<file path="src/rtl/ram_burst_master_if.sv">
// Bundle of command, write-stream, read-stream and RAM pin signals for ram_burst_master.
// master = the controller side, slave = the agent/RAM side.
interface ram_burst_master_if #(
  parameter int DATA_W = 8,
  parameter int ADDR_W = 6
);
  // Every stream uses the same rule: a transfer happens at the rising edge where
  // valid && ready are both 1. Valid never waits for ready, and a producer holds its
  // payload stable while valid=1 and ready=0.
  logic              cmd_valid;
  logic              cmd_ready;
  logic              cmd_write;
  logic [ADDR_W-1:0] cmd_addr;
  logic [ADDR_W-1:0] cmd_len;

  logic              wr_valid;
  logic              wr_ready;
  logic [DATA_W-1:0] wr_data;

  logic              rd_valid;
  logic              rd_ready;
  logic [DATA_W-1:0] rd_data;
  logic              rd_last;

  logic              done;

  logic [ADDR_W-1:0] ram_addr;
  logic [DATA_W-1:0] ram_wdata;
  logic              ram_we;
  logic [DATA_W-1:0] ram_rdata;

  modport master (
    input  cmd_valid, cmd_write, cmd_addr, cmd_len,
    input  wr_valid, wr_data,
    input  rd_ready,
    input  ram_rdata,
    output cmd_ready, wr_ready, rd_valid, rd_data, rd_last, done,
    output ram_addr, ram_wdata, ram_we
  );

  modport slave (
    output cmd_valid, cmd_write, cmd_addr, cmd_len,
    output wr_valid, wr_data,
    output rd_ready,
    output ram_rdata,
    input  cmd_ready, wr_ready, rd_valid, rd_data, rd_last, done,
    input  ram_addr, ram_wdata, ram_we
  );
endinterface

</file>
<file path="src/rtl/ram_burst_master.sv">
// Burst controller for a single-port RAM with a registered read address.
// Accepts one burst command at a time and streams write or read beats.
module ram_burst_master #(
  parameter int DATA_W = 8,
  parameter int ADDR_W = 6
) (
  input  logic               clk,
  input  logic               rst,
  ram_burst_master_if.master bus,
  output logic [1:0]         state_dbg
);

  typedef enum logic [1:0] {
    IDLE  = 2'd0,
    WRITE = 2'd1,
    READ  = 2'd2
  } state_t;

  state_t            state;
  logic [ADDR_W-1:0] cur_addr;
  logic [ADDR_W-1:0] beats_left;
  logic              rd_valid_q;
  logic              done_q;

  logic wr_fire;
  logic rd_fire;
  logic last_beat;

  assign wr_fire   = (state == WRITE) && bus.wr_valid;
  assign rd_fire   = rd_valid_q && bus.rd_ready;
  assign last_beat = (beats_left == '0);
  assign state_dbg = state;

  always_ff @(posedge clk) begin
    if (rst) begin
      state      <= IDLE;
      cur_addr   <= '0;
      beats_left <= '0;
      rd_valid_q <= 1'b0;
      done_q     <= 1'b0;
    end else begin
      done_q <= 1'b0;
      case (state)
        IDLE: begin
          if (bus.cmd_valid) begin
            cur_addr   <= bus.cmd_addr;
            beats_left <= bus.cmd_len;
            rd_valid_q <= 1'b0;
            state      <= bus.cmd_write ? WRITE : READ;
          end
        end
        WRITE: begin
          if (wr_fire) begin
            cur_addr   <= cur_addr + ADDR_W'(1);
            beats_left <= beats_left - ADDR_W'(1);
            if (last_beat) begin
              state  <= IDLE;
              done_q <= 1'b1;
            end
          end
        end
        READ: begin
          // The first READ cycle only presents the start address; data is valid one cycle later.
          if (rd_fire) begin
            cur_addr   <= cur_addr + ADDR_W'(1);
            beats_left <= beats_left - ADDR_W'(1);
            if (last_beat) begin
              state      <= IDLE;
              rd_valid_q <= 1'b0;
              done_q     <= 1'b1;
            end else begin
              rd_valid_q <= 1'b1;
            end
          end else begin
            rd_valid_q <= 1'b1;
          end
        end
        default: state <= IDLE;
      endcase
    end
  end

  always_comb begin
    bus.cmd_ready = (state == IDLE);
    bus.wr_ready  = (state == WRITE);
    bus.rd_valid  = rd_valid_q;
    bus.rd_data   = bus.ram_rdata;
    bus.rd_last   = rd_valid_q && last_beat;
    bus.done      = done_q;
    bus.ram_we    = wr_fire;
    bus.ram_wdata = '0;
    bus.ram_addr  = '0;
    case (state)
      WRITE: begin
        bus.ram_wdata = bus.wr_data;
        bus.ram_addr  = cur_addr;
      end
      // Looking one address ahead on accept keeps the next word ready without a bubble;
      // re-presenting cur_addr while stalled holds rd_data stable.
      READ:    bus.ram_addr = rd_fire ? cur_addr + ADDR_W'(1) : cur_addr;
      default: ;
    endcase
  end

endmodule
</file>
<file path="src/flat_wrapper.sv">
// flat-port wrapper written by rule: the top's interface ports become plain ports
module ram_burst_master_flat 
#(
  parameter int DATA_W = 8,
  parameter int ADDR_W = 6
)
  (clk, rst, state_dbg, bus_cmd_valid, bus_cmd_write, bus_cmd_addr, bus_cmd_len, bus_wr_valid, bus_wr_data, bus_rd_ready, bus_ram_rdata, bus_cmd_ready, bus_wr_ready, bus_rd_valid, bus_rd_data, bus_rd_last, bus_done, bus_ram_addr, bus_ram_wdata, bus_ram_we);
  ram_burst_master_if #(.DATA_W(DATA_W), .ADDR_W(ADDR_W)) bus_i ();
  input  logic clk;
  input  logic rst;
  output logic [1:0] state_dbg;
  input wire logic [$bits(bus_i.cmd_valid)-1:0] bus_cmd_valid;
  input wire logic [$bits(bus_i.cmd_write)-1:0] bus_cmd_write;
  input wire logic [$bits(bus_i.cmd_addr)-1:0] bus_cmd_addr;
  input wire logic [$bits(bus_i.cmd_len)-1:0] bus_cmd_len;
  input wire logic [$bits(bus_i.wr_valid)-1:0] bus_wr_valid;
  input wire logic [$bits(bus_i.wr_data)-1:0] bus_wr_data;
  input wire logic [$bits(bus_i.rd_ready)-1:0] bus_rd_ready;
  input wire logic [$bits(bus_i.ram_rdata)-1:0] bus_ram_rdata;
  output wire logic [$bits(bus_i.cmd_ready)-1:0] bus_cmd_ready;
  output wire logic [$bits(bus_i.wr_ready)-1:0] bus_wr_ready;
  output wire logic [$bits(bus_i.rd_valid)-1:0] bus_rd_valid;
  output wire logic [$bits(bus_i.rd_data)-1:0] bus_rd_data;
  output wire logic [$bits(bus_i.rd_last)-1:0] bus_rd_last;
  output wire logic [$bits(bus_i.done)-1:0] bus_done;
  output wire logic [$bits(bus_i.ram_addr)-1:0] bus_ram_addr;
  output wire logic [$bits(bus_i.ram_wdata)-1:0] bus_ram_wdata;
  output wire logic [$bits(bus_i.ram_we)-1:0] bus_ram_we;
  assign bus_i.cmd_valid = bus_cmd_valid;
  assign bus_i.cmd_write = bus_cmd_write;
  assign bus_i.cmd_addr = bus_cmd_addr;
  assign bus_i.cmd_len = bus_cmd_len;
  assign bus_i.wr_valid = bus_wr_valid;
  assign bus_i.wr_data = bus_wr_data;
  assign bus_i.rd_ready = bus_rd_ready;
  assign bus_i.ram_rdata = bus_ram_rdata;
  assign bus_cmd_ready = bus_i.cmd_ready;
  assign bus_wr_ready = bus_i.wr_ready;
  assign bus_rd_valid = bus_i.rd_valid;
  assign bus_rd_data = bus_i.rd_data;
  assign bus_rd_last = bus_i.rd_last;
  assign bus_done = bus_i.done;
  assign bus_ram_addr = bus_i.ram_addr;
  assign bus_ram_wdata = bus_i.ram_wdata;
  assign bus_ram_we = bus_i.ram_we;
  ram_burst_master #(.DATA_W(DATA_W), .ADDR_W(ADDR_W)) u_core (.clk(clk), .rst(rst), .bus(bus_i), .state_dbg(state_dbg));
endmodule
</file>
<file path="config.mk">
export PLATFORM = sky130hd
export DESIGN_NAME = ram_burst_master_flat
export DESIGN_NICKNAME = d
export VERILOG_FILES = /design/src/rtl/ram_burst_master_if.sv /design/src/rtl/ram_burst_master.sv /design/src/flat_wrapper.sv
export SDC_FILE = /design/constraint.sdc
export NUM_CORES = 1
export LEC_CHECK = 0
export BUFFER_PORTS_ARGS = -buffer_cell sky130_fd_sc_hd__buf_2
export CAP_MARGIN = 20
export CORE_ASPECT_RATIO = 0.7
export CORE_MARGIN = 3
export CORE_UTILIZATION = 30
export CTS_BUF_LIST = sky130_fd_sc_hd__clkbuf_16
export CTS_CLUSTER_SIZE = 16
export DETAILED_ROUTE_END_ITERATION = 6
export SLEW_MARGIN = 20
export SYNTH_ARGS = -nofsm -noshare
export SYNTH_HDL_FRONTEND = slang
export SYNTH_SLANG_ARGS = --single-unit
</file>
<file path="constraint.sdc">
create_clock -name clk -period 2.1 [get_ports clk]
set_clock_uncertainty 0.2 [all_clocks]
set_input_delay 0.315 -clock clk [delete_from_list [all_inputs] [get_ports clk]]
set_output_delay 0.315 -clock clk [all_outputs]
set_load 0.01 [all_outputs]
</file>
==> metrics.log <==
[metrics] post-synthesis sequential area ratio: approximately a quarter
[metrics] max layer used: met4
[metrics] PwrDens: 1617 nW/µm²
[metrics] peak clock frequency supported by timing: approximately 0.48 GHz
[metrics] clock latency on the worst-skew pair: ~0.24 ns
[metrics] drt total wl: 4571 µm
[metrics] Pins Over Slew Limit: 0
[metrics] most instantiated library cell after synthesis: sky130_fd_sc_hd__a21oi_1
[metrics] element type at the critical path start: flop
[metrics] CP Buf/Inv Count: 2
[metrics] status: finished, final reports clean
[metrics] cell depth of the worst setup path: 6
[metrics] Total Die Area: 5418 µm²
[metrics] pin count of the biggest net entering global routing: 19
[metrics] capture point of the worst path: bus_ram_addr[2]
[metrics] number of global-route vias before repair: 1539
[metrics] Met3 Wirelength: 335 µm
[metrics] count of input and output buffers: 47
[metrics] class of the tightest hold or removal check: input port to flop
[metrics] number of unique standard cell types used by synthesis: 40
[metrics] Clock H-tree levels: 1
[metrics] utilization of the core after routing: roughly 50%
[metrics] number of max-cap violations: 0
[metrics] dominant cells by area after synthesis: sky130_fd_sc_hd__dfxtp_1 23%, sky130_fd_sc_hd__a21oi_1 8.4%, sky130_fd_sc_hd__o21ai_0 7.3%, sky130_fd_sc_hd__ha_1 6.4%, sky130_fd_sc_hd__buf_4 4.4%
[metrics] met1 routed wirelength after detailed routing: 2228 µm
[metrics] weighted congestion reported at the end of routability-driven placement: 0.9274
[metrics] setup-violating endpoint count in the final report: 0
[metrics] standard cell core area: 4136 µm²
[metrics] site row count: 19
[metrics] CP peak stage delay: 0.38 ns
[metrics] Clock Sink Count: 16
[metrics] largest voltage drop on the vdd net: 1.053 mV
[metrics] Remaining Overflow, GRT: 0
[metrics] DR iter-0 viols: 125
[metrics] post-synth design cell area: approximately 1400 µm²
[metrics] top cells by instance count after synthesis: 23 x sky130_fd_sc_hd__a21oi_1, 20 x sky130_fd_sc_hd__o21ai_0, 16 x sky130_fd_sc_hd__dfxtp_1
[metrics] number of primary I/O pins: 64
[metrics] top flip-flop cell by instance count after synthesis: sky130_fd_sc_hd__dfxtp_1
[metrics] first-pass iteration count of the detailed router: 4
[metrics] unrepaired setup endpoints after global routing: true
[metrics] Post-synth EDFFs: 0
[metrics] Inserted Diodes: 0
[metrics] global-route total usage across every layer: 16.72%
[metrics] clock-pin slew on the worst setup and hold paths: 0.05 ns
[metrics] drt via density: about 5.4
[metrics] worst setup path startpoint: u_core.state_dbg[0]
[metrics] critical register-to-register path endpoint: u_core.state_dbg[1]
[metrics] CTS tree: built
[metrics] cell area after placement: 1739 µm²
[metrics] Layout area overhead: 50.60%
[metrics] R2R cell count: 6
[metrics] vias after detailed routing: 1646
[metrics] top cell type by total area after synthesis: sky130_fd_sc_hd__dfxtp_1
[metrics] Post-Syn Area per Cell: about 7.4 µm²
[metrics] cell with the biggest individual delay on the critical path: sky130_fd_sc_hd__or3b_4
[metrics] crit path max fanout: 3
[metrics] post-route cell area: 2059 µm²
[metrics] Worst Path Arrival: 1.56 ns
[metrics] total length of routed met2 wires: just under 2000 µm
[metrics] Hold Slack: 0.1489 ns
[metrics] post-synthesis instance total: 184
[metrics] Slew headroom: approximately two thirds
[metrics] area taken by flip-flops and latches: 325.3 µm²
[metrics] CTS buffer count: 3
[metrics] post-layout worst setup margin: a little over 0.02 ns
[metrics] die width: 86.70 µm
[metrics] warning count from the yosys run: 0
[metrics] worst path required time: roughly 1.6 ns
[metrics] number of design rule violations left after detail routing: 0
[metrics] FF-to-FF Start: u_core.state_dbg[0]
[metrics] die height: roughly 62 µm
[metrics] Filler cells: 401
[metrics] cells traversed along the worst timing path: inv_4 -> ha_4 -> nand3_2 -> or3b_4 -> a21oi_2 -> buf_2
[metrics] area share of the leading cell type in the synthesized netlist: 23.42%
[metrics] global-route wire length before repair: approximately 7400 µm
[metrics] register bit total from synthesis: 16
[metrics] ratio of cells with drive above 1 in the final layout: a little under half
[metrics] Tot Pwr: ~3.3 mW
[metrics] Root Driver: sky130_fd_sc_hd__clkbuf_16
[metrics] Syn Nets: 225
[metrics] worst hold stages: 3
[metrics] maximum number of buffers from clock root to sink: 2
[metrics] hold bufs inserted after CTS: 0
[metrics] slew at the pin closest to its max-slew limit: about 0.47 ns
[metrics] antenna violations before repair: 0
[metrics] critical path start-end classification: flop to primary output
[metrics] multi-input logic area: 1026 µm²
[metrics] minimum clock period: 2.079 ns
[metrics] number of nets with antenna violations after routing: 0
[metrics] Setup crit end kind: primary output
[metrics] leakage power summed over all cells: 0.9001 nW
[metrics] async set-reset flop share out of synthesis: 0%
[metrics] fin nets: 296
[metrics] post-placement worst setup slack: 0.006870 ns
[metrics] FF-to-FF setup slack: 0.04 ns
[metrics] initial standard-cell utilization of the core: 33.06%
[metrics] Final HPWL DP: 3254 µm
[metrics] ratio of final minimum period to clock period: about 99%
[metrics] final hold violation count: 0
[metrics] kind of cell adding the most delay to the critical path: simple AND/OR/NAND/NOR gates
[metrics] routed wirelength normalized by instance count: about 15 µm
worst min-delay path: cells and delay by family:
kind / cells / cell delay (ns)
compound gates: 1 / 0.04
buf+inv: 1 / 0.09
simple gates: 1 / 0.12
how the worst min path moves through the flow:
stage	start	to	slack, ns
6_report	bus_cmd_write	u_core.state_dbg[1]	0.15
5_1_grt	bus_cmd_write	u_core.state_dbg[1]	0.16
4_1_cts	bus_cmd_write	u_core.state_dbg[1]	0.13
3_5_place_dp	u_core.beats_left[5]	u_core.beats_left[5]	0.29
3_3_place_gp	u_core.beats_left[1]	u_core.beats_left[1]	0.29
2_1_floorplan	u_core.beats_left[1]	u_core.beats_left[1]	0.26
placed cells by master, fill, tap and decap left out, types with 2 or more instances in the layout:
master and n:
sky130_fd_sc_hd__nor2_1 12, sky130_fd_sc_hd__buf_4 33, sky130_fd_sc_hd__ha_1 3, sky130_fd_sc_hd__nor4_2 2, sky130_fd_sc_hd__nand2_1 11, sky130_fd_sc_hd__clkbuf_16 3, sky130_fd_sc_hd__o211ai_1 3, sky130_fd_sc_hd__a311oi_1 3
sky130_fd_sc_hd__inv_1 3, sky130_fd_sc_hd__clkinvlp_4 2, sky130_fd_sc_hd__mux2i_1 2, sky130_fd_sc_hd__buf_6 3, sky130_fd_sc_hd__o2bb2ai_1 2, sky130_fd_sc_hd__a21oi_1 21, sky130_fd_sc_hd__nand3_2 2, sky130_fd_sc_hd__o21ai_0 17
sky130_fd_sc_hd__a21oi_2 2, sky130_fd_sc_hd__a31oi_1 5, sky130_fd_sc_hd__nor2b_1 5, sky130_fd_sc_hd__nor3_1 4, sky130_fd_sc_hd__dfxtp_1 14, sky130_fd_sc_hd__ha_4 3, sky130_fd_sc_hd__or4_1 3, sky130_fd_sc_hd__and3_1 5
sky130_fd_sc_hd__and2_1 9, sky130_fd_sc_hd__buf_2 47, sky130_fd_sc_hd__o21ai_1 3
final cells by class:
type,instances,share of cell area [%]
clock buffers,3,3.645
inverters,7,1.762
multi-input cells,143,49.82
flip-flops and latches,16,15.80
well taps,52,3.159
repair buffers,84,25.82
layer usage:
layer	global-route usage, %	vias up
met3	3.821	4
met4	3.696	0
li1	-	810
met1	24.33	755
met5	0	-
met2	24.81	77
flip-flops by register name, summed over array words and instances, names as in the netlist:
| name | count |
|---|---|
| u_core.state_dbg | 2 |
| u_core.beats_left | 6 |
| u_core.bus.rd_valid | 1 |
| u_core.cur_addr | 6 |
| u_core.bus.done | 1 |
power by group:
| part | total [mW] | internal [mW] | switching [mW] |
|---|---|---|---|
| Clock | 0.368 | 0.250 | 0.118 |
| Combinational | 2.38 | 1.17 | 1.21 |
| Sequential | 0.581 | 0.439 | 0.142 |
| Total | 3.33 | 1.86 | 1.47 |
cells by family after synthesis:
kind of cell               synth area share (%)
and+or+nand+nor                           28.18
adders and majority gates                 6.404
buffers and inverters                     9.790
muxes                                     2.287
AOI/OAI and AO/OA                         29.92
DFF                                       23.42
timing repair:
action / 4_1_cts / 5_1_grt
buffers inserted: 12 / 5
pin swaps: 5 / 5
resized for setup: 15 / 15
setup endpoints to repair: 7 / 11
metrics by stage:
| step | TNS, ns | std cells |
|---|---|---|
| 2_1_floorplan | 0 | 184 |
| 3_3_place_gp | 0 | 285 |
| 3_5_place_dp | 0 | 285 |
| 4_1_cts | 0 | 300 |
| 5_1_grt | -0.2068 | 305 |
| 6_report | 0 | 305 |
Note: power is estimated with default switching activity, not from simulation.
